## src/rtl/iq_packer_pkg.sv

```systemverilog
`default_nettype none
// ============================================================================
// Module      : iq_packer_pkg
// Description : Shared types and helpers for the I/Q frame packer.
//               - packer_state_t : packer FSM state encoding
//               - OVF_CNT_W      : width of the saturating overflow counter
//               - build_header   : forms the {sync, sequence} header word
// Revision    : 1.0 - initial release
// ============================================================================
package iq_packer_pkg;

  typedef enum logic [1:0] {
    IDLE = 2'd0,
    HDR  = 2'd1,
    DATA = 2'd2,
    DROP = 2'd3
  } packer_state_t;

  localparam int OVF_CNT_W = 16;

  // Widest header word the helper can form; callers cast the result down
  // to their FIFO word width.
  localparam int HDR_MAX_W = 64;

  // Header = {sync, seq}, each field masked to half_w bits, so the sync
  // pattern is zero-extended or truncated to fit the upper half.
  function automatic logic [HDR_MAX_W-1:0] build_header(
    input logic [31:0] sync,
    input logic [31:0] seq,
    input int unsigned half_w
  );
    logic [HDR_MAX_W-1:0] mask;
    mask = (64'd1 << half_w) - 64'd1;
    return ((64'(sync) & mask) << half_w) | (64'(seq) & mask);
  endfunction

endpackage
`default_nettype wire

```

## src/rtl/iq_test_pattern_gen.sv

```systemverilog
`default_nettype none
// ============================================================================
// Module      : iq_test_pattern_gen
// Description : Optional data substitution for the I/Q frame packer. With
//               test_mode high the sample is replaced by I = in-frame sample
//               index (8-bit wrapped, resized to HALF_W) and Q = ~I;
//               otherwise the sample passes through unchanged.
// Ports       : test_mode  in  1       substitute the test pattern
//               sample_idx in  8       in-frame sample index (wrapped)
//               in_i/in_q  in  HALF_W  live sample
//               out_i/out_q out HALF_W selected sample
// Revision    : 1.0 - initial release
// ============================================================================
module iq_test_pattern_gen #(
  parameter int unsigned HALF_W = 8
) (
  input  logic              test_mode,
  input  logic [7:0]        sample_idx,
  input  logic [HALF_W-1:0] in_i,
  input  logic [HALF_W-1:0] in_q,
  output logic [HALF_W-1:0] out_i,
  output logic [HALF_W-1:0] out_q
);

  logic [HALF_W-1:0] pat_i;

  // Size cast zero-extends or truncates the 8-bit index to the lane width.
  assign pat_i = HALF_W'(sample_idx);
  assign out_i = test_mode ? pat_i : in_i;
  assign out_q = test_mode ? ~pat_i : in_q;

endmodule
`default_nettype wire

```

## src/rtl/iq_frame_packer.sv

```systemverilog
`default_nettype none
// ============================================================================
// Module      : iq_frame_packer
// Description : Packs I/Q sample pairs into {Q,I} FIFO words for the FT600
//               write FIFO. Each frame is one header word {SYNC, frame_seq}
//               followed by FRAME_LEN data words. On FIFO overflow the rest of
//               the frame is discarded so the host resynchronises on a header.
// Build macro : IQ_PACKER_TEST_PATTERN_EN - adds the test_mode port and the
//               iq_test_pattern_gen data substitution.
// Ports       : clk        in   1        sample / FIFO write clock
//               reset_n    in   1        synchronous, active-low reset
//               enable     in   1        streaming enable
//               s_valid    in   1        one-cycle sample strobe
//               s_i, s_q   in   W/2      I and Q samples
//               fifo_full  in   1        write FIFO full flag
//               fifo_wr_en out  1        registered FIFO write strobe
//               fifo_wdata out  W        registered FIFO write data
//               ovf_cnt    out  16       saturating dropped-word counter
//               frame_seq  out  W/2      sequence number of current frame
//               test_mode  in   1        (macro only) emit test pattern
// Revision    : 1.0 - initial release
// ============================================================================
module iq_frame_packer
  import iq_packer_pkg::*;
#(
  parameter int unsigned IQ_PAIR_WIDTH = 16,
  parameter int unsigned FRAME_LEN     = 1024,
  parameter int unsigned SYNC_PATTERN  = 8'hA5
) (
  input  logic                       clk,
  input  logic                       reset_n,
  input  logic                       enable,
  input  logic                       s_valid,
  input  logic [IQ_PAIR_WIDTH/2-1:0] s_i,
  input  logic [IQ_PAIR_WIDTH/2-1:0] s_q,
  input  logic                       fifo_full,
  output logic                       fifo_wr_en,
  output logic [IQ_PAIR_WIDTH-1:0]   fifo_wdata,
  output logic [OVF_CNT_W-1:0]       ovf_cnt,
  output logic [IQ_PAIR_WIDTH/2-1:0] frame_seq
`ifdef IQ_PACKER_TEST_PATTERN_EN
  ,
  input  logic                       test_mode
`endif
);

  localparam int unsigned HALF_W    = IQ_PAIR_WIDTH / 2;
  localparam logic [15:0] LAST_SLOT = 16'(FRAME_LEN - 1);

  packer_state_t          state, next_state;
  logic                   pend_valid, next_pend_valid;
  logic [IQ_PAIR_WIDTH-1:0] pend_word, next_pend_word;
  // Frame slots consumed so far: written, pending or dropped samples.
  logic [15:0]            sample_cnt, next_cnt;
  logic [HALF_W-1:0]      next_seq;
  logic [1:0]             ovf_inc;
  logic [OVF_CNT_W:0]     ovf_sum;
  logic [OVF_CNT_W-1:0]   ovf_next;
  logic                   wr_req;
  logic [IQ_PAIR_WIDTH-1:0] wr_word;
  logic                   frame_done;
  logic                   slot_last;

  logic [HALF_W-1:0]      smp_i, smp_q;
  logic [IQ_PAIR_WIDTH-1:0] sample_word;
  logic [IQ_PAIR_WIDTH-1:0] header_word;

`ifdef IQ_PACKER_TEST_PATTERN_EN
  iq_test_pattern_gen #(
    .HALF_W (HALF_W)
  ) u_test_pattern (
    .test_mode  (test_mode),
    .sample_idx (sample_cnt[7:0]),
    .in_i       (s_i),
    .in_q       (s_q),
    .out_i      (smp_i),
    .out_q      (smp_q)
  );
`else
  assign smp_i = s_i;
  assign smp_q = s_q;
`endif

  assign sample_word = {smp_q, smp_i};
  assign header_word = IQ_PAIR_WIDTH'(build_header(32'(SYNC_PATTERN),
                                                   32'(frame_seq), HALF_W));

  // --------------------------------------------------------------------------
  // Next-state / output decode
  // --------------------------------------------------------------------------
  always_comb begin
    next_state      = state;
    next_pend_valid = pend_valid;
    next_pend_word  = pend_word;
    next_cnt        = sample_cnt;
    next_seq        = frame_seq;
    ovf_inc         = 2'd0;
    wr_req          = 1'b0;
    wr_word         = header_word;
    frame_done      = 1'b0;
    slot_last       = (sample_cnt == LAST_SLOT);

    if (!enable) begin
      // Stop streaming: nothing written, any sample this cycle is ignored,
      // and a frame that already produced words closes its sequence number.
      next_state      = IDLE;
      next_pend_valid = 1'b0;
      if (state == DATA || state == DROP) begin
        next_seq = frame_seq + HALF_W'(1);
      end
    end else begin
      unique case (state)
        IDLE: begin
          next_state = HDR;
          next_cnt   = '0;
        end

        HDR: begin
          if (s_valid && pend_valid) begin
            // Second sample while the header is still blocked: both the
            // pending and the new sample are lost and the frame is abandoned
            // without emitting its header.
            ovf_inc         = 2'd2;
            next_pend_valid = 1'b0;
            next_cnt        = sample_cnt + 16'd1;
            if (slot_last) begin
              frame_done = 1'b1;
            end else begin
              next_state = DROP;
            end
          end else begin
            if (s_valid) begin
              next_pend_valid = 1'b1;
              next_pend_word  = sample_word;
              next_cnt        = sample_cnt + 16'd1;
            end
            // A blocked header is simply retried; it is not a dropped word.
            if (!fifo_full) begin
              wr_req     = 1'b1;
              wr_word    = header_word;
              next_state = DATA;
            end
          end
        end

        DATA: begin
          if (pend_valid) begin
            // The pending sample already owns slot 0; flush it first.
            next_pend_valid = 1'b0;
            if (fifo_full) begin
              ovf_inc = 2'd1;
            end else begin
              wr_req  = 1'b1;
              wr_word = pend_word;
            end
            if (s_valid) begin
              // Register still occupied this cycle: the newcomer is dropped.
              ovf_inc  = ovf_inc + 2'd1;
              next_cnt = sample_cnt + 16'd1;
              if (slot_last) begin
                frame_done = 1'b1;
              end else begin
                next_state = DROP;
              end
            end else if (fifo_full) begin
              next_state = DROP;
            end
          end else if (s_valid) begin
            next_cnt = sample_cnt + 16'd1;
            if (fifo_full) begin
              ovf_inc = 2'd1;
            end else begin
              wr_req  = 1'b1;
              wr_word = sample_word;
            end
            // Overflow on the final slot goes straight to the next header.
            if (slot_last) begin
              frame_done = 1'b1;
            end else if (fifo_full) begin
              next_state = DROP;
            end
          end
        end

        DROP: begin
          if (s_valid) begin
            ovf_inc  = 2'd1;
            next_cnt = sample_cnt + 16'd1;
            if (slot_last) begin
              frame_done = 1'b1;
            end
          end
        end

        default: begin
          next_state = IDLE;
        end
      endcase

      if (frame_done) begin
        next_state = HDR;
        next_cnt   = '0;
        next_seq   = frame_seq + HALF_W'(1);
      end
    end
  end

  // Saturating overflow accumulate (up to two drops per cycle).
  assign ovf_sum  = {1'b0, ovf_cnt} + {{(OVF_CNT_W-1){1'b0}}, ovf_inc};
  assign ovf_next = ovf_sum[OVF_CNT_W] ? {OVF_CNT_W{1'b1}} : ovf_sum[OVF_CNT_W-1:0];

  // --------------------------------------------------------------------------
  // State and output registers
  // --------------------------------------------------------------------------
  always_ff @(posedge clk) begin
    if (!reset_n) begin
      state      <= IDLE;
      pend_valid <= 1'b0;
      pend_word  <= '0;
      sample_cnt <= '0;
      frame_seq  <= '0;
      ovf_cnt    <= '0;
      fifo_wr_en <= 1'b0;
      fifo_wdata <= '0;
    end else begin
      state      <= next_state;
      pend_valid <= next_pend_valid;
      pend_word  <= next_pend_word;
      sample_cnt <= next_cnt;
      frame_seq  <= next_seq;
      ovf_cnt    <= ovf_next;
      fifo_wr_en <= wr_req;
      if (wr_req) begin
        fifo_wdata <= wr_word;
      end
    end
  end

endmodule
`default_nettype wire

```

## config.mk

```make
export PLATFORM = sky130hd
export DESIGN_NAME = iq_frame_packer
export DESIGN_NICKNAME = d
export VERILOG_FILES = /design/src/rtl/iq_packer_pkg.sv /design/src/rtl/iq_test_pattern_gen.sv /design/src/rtl/iq_frame_packer.sv
export SDC_FILE = /design/constraint.sdc
export NUM_CORES = 1
export LEC_CHECK = 0
export ABC_AREA = 1
export ABC_CLOCK_PERIOD_IN_PS = 3700
export BUFFER_PORTS_ARGS = -buffer_cell sky130_fd_sc_hd__buf_2
export CAP_MARGIN = 20
export CORE_ASPECT_RATIO = 1.4
export CORE_MARGIN = 5
export CORE_UTILIZATION = 25
export CTS_CLUSTER_SIZE = 16
export DETAILED_ROUTE_END_ITERATION = 6
export HOLD_SLACK_MARGIN = 0.1
export PLACE_DENSITY = 0.45
export SYNTH_ARGS = -nofsm -noshare
export SYNTH_HDL_FRONTEND = slang
export SYNTH_HIERARCHICAL = 1
export SYNTH_SLANG_ARGS = --single-unit
```

## constraint.sdc

```tcl
create_clock -name clk -period 3.7 [get_ports clk]
set_input_delay 0.74 -clock clk [delete_from_list [all_inputs] [get_ports clk]]
set_output_delay 0.74 -clock clk [all_outputs]
set_load 0.02 [all_outputs]
```

[Yosys cells after proc, flatten, opt, wreduce, memory -nomap -nowiden]
Cells that the tools add are included.
Storage, ports and cells
  logic and storage cells: 92
  register bits after elaboration: 76
  bits of input ports: 21
Operators by class
  bitwise logic cells: 3
  reduce and logical (&&, ||, !) cells: 15
  add/subtract/negate cells: 4
  eq/ne operators: 12
  muxes and demuxes: 49
Operators by type and width (number)
  $mux 16: 10
  $pmux 16 s3: 1
  $mux 2: 16
  $mux 8: 3
  $add 16x2->17: 1
  $add 16x1->16 const B: 1
  $eq 16x10->1 const B: 1
  $mux 1: 14
  $ne 3x3->1 const B: 4
  $pmux 2 s3: 2
  $reduce_and 4->1: 3
  $add 8x1->8 const B: 1
  $ne 4x3->1 const B: 2
  $pmux 1 s2: 3
  $reduce_and 2->1: 3
  $eq 2x2->1 const B: 2
  $ne 4x4->1 const B: 1
  $reduce_bool 2->1: 2
  $reduce_bool 4->1: 1
  $not 1->1: 3
  $reduce_bool 3->1: 1
  $reduce_or 3->1: 1
  $add 2x1->2 const B: 1
  $eq 2x1->1 const B: 1
  other kinds (5): 5

[Depth between registers and ports, before layout]
Gate-level depths: netlist of run 1.
  word-level depth: 11
  gate-level depth with buffers: 19
  gate-level depth less buffers: 19

[Worst setup path after synthesis of run 1]
Ideal clock, no wire load.
  path kind: input to register
  start: in fifo_full
  end: reg ovf_cnt[10]
  cell stages on the path: 16
  setup slack: 761 ps
  required time: 3630 ps
  arrival time: 2869 ps
  library setup time: 70 ps
  cell sequence: inv_2 > ha_1 > nand2_1 > o21ai_0 > o22ai_1 > nand2_1 > nor2_1 > ha_1 > inv_1 > fa_1 > nor2_1 > nand3_2 > nor2_4 > nand4_2 > buf_2 > a21oi_1
Between the ends
  word-level cells in the longest chain between the ends: 11
  elaborated cells on any way between the ends: 12
RTL lines
  start, declared: line iq_frame_packer.sv:36  | input logic fifo_full,
  $mux 1 *: line iq_frame_packer.sv:150, iq_frame_packer.sv:170
  $mux 2: line iq_frame_packer.sv:147  | if (pend_valid) begin
  $mux 2: line iq_frame_packer.sv:112  | unique case (state)
  $mux 2: line iq_frame_packer.sv:103  | if (!enable) begin
  $add 2x1->2: line iq_frame_packer.sv:158  | ovf_inc = ovf_inc + 2'd1;
  $mux 2: line iq_frame_packer.sv:156  | if (s_valid) begin
  $mux 2 *: line iq_frame_packer.sv:147
  $pmux 2 s3 *: line iq_frame_packer.sv:112
  $mux 2 *: line iq_frame_packer.sv:103
  $add 16x2->17 *: line iq_frame_packer.sv:209  | assign ovf_sum = {1'b0, ovf_cnt} + {{(OVF_CNT_W-1){1'b0}}, ovf_inc};
  $mux 16 *: line iq_frame_packer.sv:210  | assign ovf_next = ovf_sum[OVF_CNT_W] ? {OVF_CNT_W{1'b1}} : ovf_sum[OVF_CNT_W-1:0];
  end signal, assigned: line iq_frame_packer.sv:231  | ovf_cnt <= ovf_next;
  end, declared: line iq_frame_packer.sv:39  | output logic [OVF_CNT_W-1:0] ovf_cnt,
Every way passes the cells marked *; elsewhere a longest branch is shown, timed or not. The select of a mux whose other input is x is not followed.
A chain may end at the register's enable or synchronous reset.

[Worst setup path in the final report of run 1]
  start: in fifo_full
  end: reg ovf_cnt[15]
Same word-level chain as after synthesis.

==> impl_metrics.ini, run 1 <==
[cts]
tritoncts_buffers = 9
cts_hold_buffers_added = 0
cts_root_buffer = sky130_fd_sc_hd__clkbuf_16
worstSkewPairLatency_ps = 330
cts_tree = built
post_cts_resize_count = 0
post_cts.repair.setup_buffers = 0
clk_path_buf_depth = 2
tritoncts_num_sinks = 76
worst_setup_hold_path_clk_slew_ps = 60
ctsHtreeMaxLevel = 3

[final_layout]
fill_cells = 1781
fin_area_um2 = 4910
drive_gt1_share_pct = 17.2
area_growth_pct = 20.5
final_nets = 686
diodes = 0

[sta]
finalHoldViolCount = 0
fmax_ghz = 0.307
setup_ws_ps = 444
finalWorstPathRequiredPeriod_ps = 3260
final_min_period_over_clock_period_pct = 88.0
worst_case_clock_skew_ps = 5.62
rsz0062_at_grt = no
report.final.setup_viol = 0
worst_slew_margin_pct = 58.2
worst_pin_slew_ps = 626
tns_ps = 0
finalMaxSlewViolations = 0

[yosys]
synth_compound_area_share_pct = 15.8
synthesis.area_um2 = 4080
synth.area.top_cells = sky130_fd_sc_hd__dfxtp_1 (37%), sky130_fd_sc_hd__nand2_1 (11%), sky130_fd_sc_hd__nor2_1 (8.4%)
synth.yosys.seq_area_share_pct = 37.3
post_synth_num_cell_types = 38
syn_inst = 594
synth_simple_gate_area_share_pct = 31.7
synth_nets = 627
yosys.area_share.adder_pct = 3.87
avgSynthCellArea_um2 = 6.86
yosys-top-cells-count = sky130_fd_sc_hd__nand2_1 (123), sky130_fd_sc_hd__nor2_1 (91), sky130_fd_sc_hd__dfxtp_1 (76)
yosys.cell_count.top_type = sky130_fd_sc_hd__nand2_1
synth-xor-area-share_pct = 3.44
main_combinational_cell_family_by_area_after_synthesis = simple AND/OR/NAND/NOR gates
yosys_register_bits = 76
synth_top_flop_cell = sky130_fd_sc_hd__dfxtp_1
number_of_synthesized_flops_with_an_enable_pin = 0
asyncSetResetFlopFracSynth_pct = 0
yosysWarningCount = 6
yosys.area.top_type = sky130_fd_sc_hd__dfxtp_1
synth.mux.area_fraction_pct = 0
synth_largest_type_area_fraction_pct = 37.3

[place]
numPortBuffers = 61
globalplace.congestion = 0.833
postPlaceCellArea_um2 = 4580
detailedPlace.worstSlack_ps = 72.8
dp_hpwl_um = 8800

[die]
die-area_um2 = 19000
fp.dieW_um = 118
placementRows = 55
io-pin-count = 62
die_height_um = 161
initial_utilization_pct = 25.3
core_region_area_um2 = 16100

[setup_path]
required_ps = 3980
critPathMaxFanout = 15
worst-r2r-cell-count = 16
critical_path_arrival_ps = 3530
criticalPathCategory = input pin to flip-flop
timing.critical_path.from_type = input pin
worstSetupEndpointType = flip-flop
ff2ff_setup_slack_ps = 510
critical_path.reg2reg.endpoint = ovf_cnt[15]
worst_r2r_startpoint = state[0]

[routing]
wirelength_um = 12000
wl_per_cell_um = 14.0
vias = 4078
drc = 0
viasPerCell = 4.76
final_antenna_net_count = 0
drtIter0Drc = 286
detailedRoute.firstPassIterationCount = 6

[worst_hold_path]
hold_end = fifo_wdata[15]
min_delay_src = fifo_wdata[15]
worst_hold_path.num_cells = 2
worstHoldPathType = flip-flop to flip-flop

[global_route]
first_global_vias = 3963
antenna_found_initial = 0
globalRoute.totalOverflow = 0
track_usage_pct = 12.6
wire_length_of_the_first_global_routing_pass_um = 19800
grt_max_degree = 30

[pwr]
max-vdd-ir-drop_v = 0.000202
power_leakage_nw = 2.07
pwr_density_cell_nw_per_um2 = 403
power.sequential.fraction_pct = 42.4
netSwitchingFraction_pct = 22.6
p_switching_mw = 0.447
comb_power_share_pct = 7.0
internal_power_mw = 1.53
power_total_mw = 1.98
power.share.clock_pct = 50.6

[flow_run]
max_cap_violations = 0

[status]
status = finished clean
## per-layer routing
metal / vias up / part of all wire, % / global-route usage (%)
li1: 2061 / - / -
met1: 1905 / 45 / 14.8
met2: 102 / 50 / 22.4
met3: 10 / 4.0 / 2.59
met4: 0 / 1.2 / 4.59
met5: - / 0 / 0
## sequential cells by signal, indices dropped and copies added (netlist names)
register    flops
fifo_wdata     16
ovf_cnt        16
pend_word      16
sample_cnt     16
frame_seq       8
state           2
fifo_wr_en      1
pend_valid      1
## how the worst max path moves through the flow
stage                   start           to  slack, ps  cells after the start
detailed placement  fifo_full  ovf_cnt[15]         70                     18
CTS                 fifo_full  ovf_cnt[15]        430                     18
global route        fifo_full   ovf_cnt[9]        170                     18
global placement    fifo_full  ovf_cnt[15]        140                     18
floorplan           fifo_full  ovf_cnt[10]        760                     16
finish              fifo_full  ovf_cnt[15]        440                     18
## critical path, stage by stage
cell and delay [ps]:
sky130_fd_sc_hd__buf_2 150, sky130_fd_sc_hd__inv_2 50, sky130_fd_sc_hd__ha_1 260, sky130_fd_sc_hd__nand2_1 60, sky130_fd_sc_hd__o21ai_0 80, sky130_fd_sc_hd__o22ai_1 160
sky130_fd_sc_hd__nand2_1 80, sky130_fd_sc_hd__nor2_1 110, sky130_fd_sc_hd__ha_1 180, sky130_fd_sc_hd__inv_1 50, sky130_fd_sc_hd__fa_1 390, sky130_fd_sc_hd__nor2_1 230
sky130_fd_sc_hd__nand3_2 150, sky130_fd_sc_hd__nor2_4 150, sky130_fd_sc_hd__nand4_2 350, sky130_fd_sc_hd__nand3b_1 220, sky130_fd_sc_hd__nand2_1 60, sky130_fd_sc_hd__inv_1 60
## logic make-up (layout without fill, tap and decap cells)
| family | Yosys count | in the layout |
|---|---|---|
| flip-flops | 76 | 76 |
| AND/OR/NAND/NOR | 298 | 298 |
| buffers and inverters | 79 | 142 |
| adder cells (fa/ha/maj) | 12 | 12 |
| XOR/XNOR | 16 | 16 |
| AO/OA/AOI/OAI | 113 | 113 |
## final cells by class
cell class / instances / area, µm² / share of cell area, %
Inverter: 59 / 221 / 4.51
Clock buffer: 11 / 233 / 4.74
Multi-Input combinational cell: 439 / 2230 / 45.4
Tap cell: 199 / 249 / 5.07
Sequential cell: 76 / 1520 / 31.0
Timing Repair Buffer: 68 / 358 / 7.28
Clock inverter: 4 / 98.8 / 2.01
## layout by cell type, fill, tap and decap left out, drive strengths merged, types with 2 or more instances in the layout
cell type,synthesis,final
nand4,8,8
bufinv,0,3
o22ai,10,10
clkbuf,10,11
dfxtp,76,76
o211ai,4,4
xor2,13,13
nand3,54,54
or2,6,6
nor2,95,95
o21ai,55,55
a21oi,35,35
buf,10,68
inv,58,58
a31oi,4,4
nand3b,2,2
xnor2,3,3
ha,11,11
clkinv,1,2
o21bai,2,2
nor3,6,6
nand2,126,126
## power groups by stage
stage | Sequential (mW) | Combinational [mW] | Clock, mW
after detailed placement | 0.856 | 0.138 | 0
final | 0.838 | 0.139 | 1.00
after global placement | 0.856 | 0.137 | 0
after floorplan | 0.856 | 0.0893 | 0
after CTS | 0.838 | 0.139 | 1.03
after global routing | 0.839 | 0.156 | 1.07
## stage by stage
step | hold WS [ps] | cells | util, %
6_report | 475 | 856 | 30.5
5_1_grt | 504 | 856 | 30.5
4_1_cts | 482 | 856 | 30.5
3_5_place_dp | 468 | 841 | 28.5
3_3_place_gp | 460 | 841 | 28.5
2_1_floorplan | 455 | 594 | -
Power figures use the tool's default switching activity.
==> inputs of run 2 (changes only) <==
- BUFFER_PORTS_ARGS: -buffer_cell sky130_fd_sc_hd__buf_2 -> unset
- DONT_BUFFER_PORTS: unset -> 1
- PLACE_DENSITY: 0.45 -> 0.41
==> run 2 against run 1 <==
Compared with the run above: sequential share of layout area grew 2.4 points; setup slack gained 110 ps; register-to-register slack gained 50 ps; highest routed layer unchanged; worst hold slack gained 10 ps; cell area shrank 7.1%; final cell count shrank 7.6%; critical path type is now flip-flop to flip-flop; flip-flop and latch count is the same.
==> impl_metrics.ini, run 2 (synthesis results as in run 1) <==
[status]
status = finished clean

[pwr]
power_total_mw = 1.91
netSwitchingFraction_pct = 22.8
power.share.clock_pct = 50.6
comb_power_share_pct = 5.3
power.sequential.fraction_pct = 44.1
power_leakage_nw = 1.74
p_switching_mw = 0.435
pwr_density_cell_nw_per_um2 = 417
max-vdd-ir-drop_v = 0.000326
internal_power_mw = 1.47

[routing]
drc = 0
wl_per_cell_um = 14.8
final_antenna_net_count = 0
detailedRoute.firstPassIterationCount = 4
drtIter0Drc = 157
wirelength_um = 11700
viasPerCell = 4.77
vias = 3771

[global_route]
first_global_vias = 3774
globalRoute.totalOverflow = 0
antenna_found_initial = 0
grt_max_degree = 47
wire_length_of_the_first_global_routing_pass_um = 19500
track_usage_pct = 12.4

[cts]
cts_tree = built
tritoncts_num_sinks = 76
cts_hold_buffers_added = 0
post_cts_resize_count = 0
tritoncts_buffers = 9
cts_root_buffer = sky130_fd_sc_hd__clkbuf_16
post_cts.repair.setup_buffers = 0
worst_setup_hold_path_clk_slew_ps = 60
clk_path_buf_depth = 2
worstSkewPairLatency_ps = 330
ctsHtreeMaxLevel = 3

[final_layout]
final_common_cell = sky130_fd_sc_hd__nand2_1
fill_cells = 1801
final_nets = 620
area_occupied_by_multi_input_gates_um2 = 2230
mostFrequentLayoutCells = sky130_fd_sc_hd__nand2_1 (123), sky130_fd_sc_hd__nor2_1 (91), sky130_fd_sc_hd__dfxtp_1 (76), sky130_fd_sc_hd__inv_1 (53), sky130_fd_sc_hd__nand3_1 (51)
regArea_um2 = 1520
finalCoreUtilization_pct = 28.4
area_growth_pct = 12.0
fin_cells = 791
diodes = 0
drive_gt1_share_pct = 8.45

[setup_path]
max_stage_delay_ps = 390
worstSetupEndpointType = flip-flop
required_ps = 3980
critPathBufInv = 4
most_used_cell_along_the_critical_path = sky130_fd_sc_hd__inv_1
timing.critical_path.from_type = flip-flop
critPathMaxFanout = 15
critical_path.top_delay_family = simple AND/OR/NAND/NOR gates
criticalPathCategory = flip-flop to flip-flop
critical_path_arrival_ps = 3420
crit_chain = inv_1 > ha_1 > inv_2 > o22ai_1 > nand2_1 > nor2_1 > ha_1 > inv_1 > fa_1 > nor2_1 > nand3_2 > nor2_4 > nand4_2 > nand3b_1 > nand2_1 > inv_1
cp_slowest_cell = sky130_fd_sc_hd__fa_1

[sta]
finalMaxSlewViolations = 0
worst_slew_margin_pct = 55.4
fmax_ghz = 0.318
hold-worst-slack_ps = 485
worst_case_clock_skew_ps = 6.98
worst_pin_slew_ps = 669
rsz0062_at_grt = no
finalWorstPathRequiredPeriod_ps = 3140
tns_ps = 0
report.final.setup_viol = 0
final_min_period_over_clock_period_pct = 85.0
finalHoldViolCount = 0

[place]
numPortBuffers = 0
number_of_cells_in_the_design_after_placement = 775
globalplace.congestion = 0.818
dp_hpwl_um = 8660

[worst_hold_path]
worstHoldPathType = flip-flop to flip-flop

[die]
core_region_area_um2 = 16100
placementRows = 55
die-area_um2 = 19000
fp.dieW_um = 118
io-pin-count = 62
die_height_um = 161
initial_utilization_pct = 25.3

[flow_run]
max_cap_violations = 0
run 2: changes by cell type in the layout (fill, tap and decap cells not counted):
| cell | delta |
|---|---|
| sky130_fd_sc_hd__buf_4 | -5 |
| sky130_fd_sc_hd__clkbuf_1 | -2 |
| sky130_fd_sc_hd__clkbuf_8 | +1 |
| sky130_fd_sc_hd__inv_6 | +1 |
| sky130_fd_sc_hd__clkinv_4 | -1 |
| sky130_fd_sc_hd__clkinvlp_4 | +1 |
| sky130_fd_sc_hd__clkinv_2 | +2 |
| sky130_fd_sc_hd__buf_2 | -61 |
| sky130_fd_sc_hd__bufinv_16 | -1 |
run 2: layer usage:
layer  track usage (%)  routed length [µm]
met5                 0                   0
met4              3.86                 119
met3              2.91                 625
met2              23.2                6080
met1              13.6                4880
run 2: power by group through the flow:
stage | Combinational, mW | Clock [mW] | Sequential (mW)
2_1_floorplan | 0.0893 | 0 | 0.856
3_3_place_gp | 0.101 | 0 | 0.858
3_5_place_dp | 0.101 | 0 | 0.859
4_1_cts | 0.102 | 1.00 | 0.840
5_1_grt | 0.116 | 1.03 | 0.841
6_report | 0.101 | 0.965 | 0.840
run 2: layout make-up:
class | count | area share (%)
Inverter | 59 | 4.85
Sequential cell | 76 | 33.3
Timing Repair Buffer | 2 | 0.329
Clock inverter | 6 | 1.89
Tap cell | 199 | 5.45
Multi-Input combinational cell | 439 | 48.9
Clock buffer | 10 | 5.23
run 2: final timing paths:
check / from / slack (ps) / depth (start not counted) / to
worst min register to register: pend_word[8] / 490 / 2 / pend_word[8]
worst max-delay path: state[0] / 560 / 16 / ovf_cnt[15]
worst min-delay path: pend_word[8] / 490 / 2 / pend_word[8]
worst max register to register: state[0] / 560 / 16 / ovf_cnt[15]
run 2: through the flow:
step	setup WS, ps	cell area, µm²
6_report	556	4570
5_1_grt	277	4570
4_1_cts	489	4570
3_5_place_dp	232	4240
3_3_place_gp	292	4240
2_1_floorplan	761	4080
run 2: worst register-to-register path, cell delays in order (launching register included):
cell and delay [ps]:
sky130_fd_sc_hd__dfxtp_1 340, sky130_fd_sc_hd__inv_1 140, sky130_fd_sc_hd__ha_1 320, sky130_fd_sc_hd__inv_2 100, sky130_fd_sc_hd__o22ai_1 160, sky130_fd_sc_hd__nand2_1 80, sky130_fd_sc_hd__nor2_1 110, sky130_fd_sc_hd__ha_1 170
sky130_fd_sc_hd__inv_1 50, sky130_fd_sc_hd__fa_1 390, sky130_fd_sc_hd__nor2_1 240, sky130_fd_sc_hd__nand3_2 150, sky130_fd_sc_hd__nor2_4 150, sky130_fd_sc_hd__nand4_2 350, sky130_fd_sc_hd__nand3b_1 230, sky130_fd_sc_hd__nand2_1 60
sky130_fd_sc_hd__inv_1 40
==> inputs of run 3 (changes only) <==
- ABC_CLOCK_PERIOD_IN_PS: 3700 -> 2600
- PLACE_DENSITY: 0.41 -> 0.43
- clock period: 3.7 -> 2.6 ns (I/O delays scaled with it)
==> run 3 against run 2 <==
Compared with the run above: flip-flop and latch count unchanged; clock-buffer cell count down 1; critical path depth down 1; power up 39%; register-to-register slack worse by 390 ps.
==> impl_metrics.ini, run 3 (synthesis results as in run 1) <==
[status]
status = finished clean

[global_route]
antenna_found_initial = 0
grt_max_degree = 47
first_global_vias = 3816
track_usage_pct = 12.5
wire_length_of_the_first_global_routing_pass_um = 19600
globalRoute.totalOverflow = 0

[final_layout]
area_growth_pct = 18.0
mostFrequentLayoutCells = sky130_fd_sc_hd__nand2_1 (121), sky130_fd_sc_hd__nor2_1 (89), sky130_fd_sc_hd__dfxtp_1 (74), sky130_fd_sc_hd__inv_1 (51), sky130_fd_sc_hd__nand3_1 (51)
fill_cells = 1770
diodes = 0
drive_gt1_share_pct = 14.4
finalCoreUtilization_pct = 29.9
final_common_cell = sky130_fd_sc_hd__nand2_1
regArea_um2 = 1530
final_nets = 644
area_occupied_by_multi_input_gates_um2 = 2320

[place]
numPortBuffers = 0
detailedPlace.worstSlack_ps = -296
dp_hpwl_um = 8610
globalplace.congestion = 0.796

[sta]
finalMaxSlewViolations = 0
worst_pin_slew_ps = 585
finalWorstPathRequiredPeriod_ps = 2430
finalHoldViolCount = 0
worst_case_clock_skew_ps = 6.95
setup_ws_ps = 169
report.final.setup_viol = 0
final_min_period_over_clock_period_pct = 93.5
fmax_ghz = 0.411
worst_slew_margin_pct = 60.9

[cts]
post_cts.repair.setup_buffers = 0
tritoncts_num_sinks = 76
tritoncts_buffers = 9
cts_root_buffer = sky130_fd_sc_hd__clkbuf_16
ctsHtreeMaxLevel = 3
clk_path_buf_depth = 2
worst_setup_hold_path_clk_slew_ps = 70
cts_tree = built
worstSkewPairLatency_ps = 340

[die]
core_region_area_um2 = 16100
die-area_um2 = 19000
fp.dieW_um = 118
die_height_um = 161
placementRows = 55
initial_utilization_pct = 25.3
io-pin-count = 62

[routing]
drc = 0
vias = 3872
viasPerCell = 4.75
final_antenna_net_count = 0
wl_per_cell_um = 14.3
drtIter0Drc = 229
detailedRoute.firstPassIterationCount = 4
wirelength_um = 11700

[pwr]
power_leakage_nw = 1.87
pwr_density_cell_nw_per_um2 = 549
max-vdd-ir-drop_v = 0.000349

[setup_path]
required_ps = 2890
worstSetupEndpointType = flip-flop
timing.critical_path.from_type = flip-flop
worst_r2r_startpoint = state[1]
ff2ff_setup_slack_ps = 170
critPathMaxFanout = 8
critical_path_arrival_ps = 2720
crit_start = state[1]
worst-r2r-cell-count = 15
criticalPathCategory = flip-flop to flip-flop
critical_path.reg2reg.endpoint = ovf_cnt[15]

[worst_hold_path]
worstHoldPathType = input pin to flip-flop
hold_end = ovf_cnt[15]
worst_hold_path.num_cells = 2
min_delay_src = reset_n

[flow_run]
max_cap_violations = 0
## run 3: cell types whose count changed in the layout (fill, tap and decap cells not counted), sizes merged
cell / delta
buf: +23
bufinv: -1
clkbuf: -1
clkinv: +1
inv: +1
nand4: +1
## run 3: repair_timing
action / 4_1_cts / 5_1_grt
pin swaps: 1 / 3
resized for setup: 0 / 23
cloned: 1 / 0
hold buffers: 0 / 0
setup endpoints to repair: 3 / 16
## run 3: critical path, stage by stage (launching register included)
cell                       delay, ps
sky130_fd_sc_hd__dfxtp_4         380
sky130_fd_sc_hd__ha_4            140
sky130_fd_sc_hd__inv_1            60
sky130_fd_sc_hd__o22ai_2         130
sky130_fd_sc_hd__nand2_1          80
sky130_fd_sc_hd__nor2_2          110
sky130_fd_sc_hd__ha_2            200
sky130_fd_sc_hd__inv_2            40
sky130_fd_sc_hd__fa_2            350
sky130_fd_sc_hd__nor2_4          100
sky130_fd_sc_hd__nand3_2         100
sky130_fd_sc_hd__nor2_4          240
sky130_fd_sc_hd__nand4_4         190
sky130_fd_sc_hd__nand3b_1        160
sky130_fd_sc_hd__nand2_1          60
sky130_fd_sc_hd__inv_1            40
## run 3: how the worst max path moves through the flow
stage | to
detailed placement | ovf_cnt[15]
finish | ovf_cnt[15]
floorplan | ovf_cnt[12]
global placement | ovf_cnt[12]
global route | ovf_cnt[15]
CTS | ovf_cnt[12]
## run 3: routing by layer
layer  vias to the layer above  wire length, µm  global-route usage [%]  share of wire (%)
met5                         -                0                       0                  0
met3                        12              617                    2.80                5.3
met4                         0              202                    5.06                1.7
li1                       1986                -                       -                  -
met2                        74             5990                    22.7                 51
met1                      1800             4860                    14.2                 42
## run 3: power by group
group / switching, mW / leakage [nW] / internal, mW
combinational: 0.0999 / 1.10 / 0.0635
clock: 0.534 / 0.146 / 0.749
sequential: 0.0171 / 0.615 / 1.18
## run 3: per-stage QoR
| stage | TNS [ps] | total power, mW | cell area [µm²] | cells | hold WS [ps] |
|---|---|---|---|---|---|
| CTS | 0 | 2.68 | 4740 | 815 | 279 |
| global placement | -3330 | 1.38 | 4430 | 798 | 466 |
| detailed placement | -3880 | 1.38 | 4430 | 798 | 472 |
| global route | -1.89 | 2.75 | 4810 | 815 | 293 |
| floorplan | 0 | 1.35 | 4100 | 594 | 455 |
| finish | 0 | 2.64 | 4810 | 815 | 285 |
## run 3: layout make-up
type,instances,area share (%)
Multi-Input combinational cell,440,48.2
Sequential cell,76,31.8
Tap cell,199,5.17
Clock buffer,9,4.68
Inverter,59,4.65
Timing Repair Buffer,25,3.98
Clock inverter,7,1.53
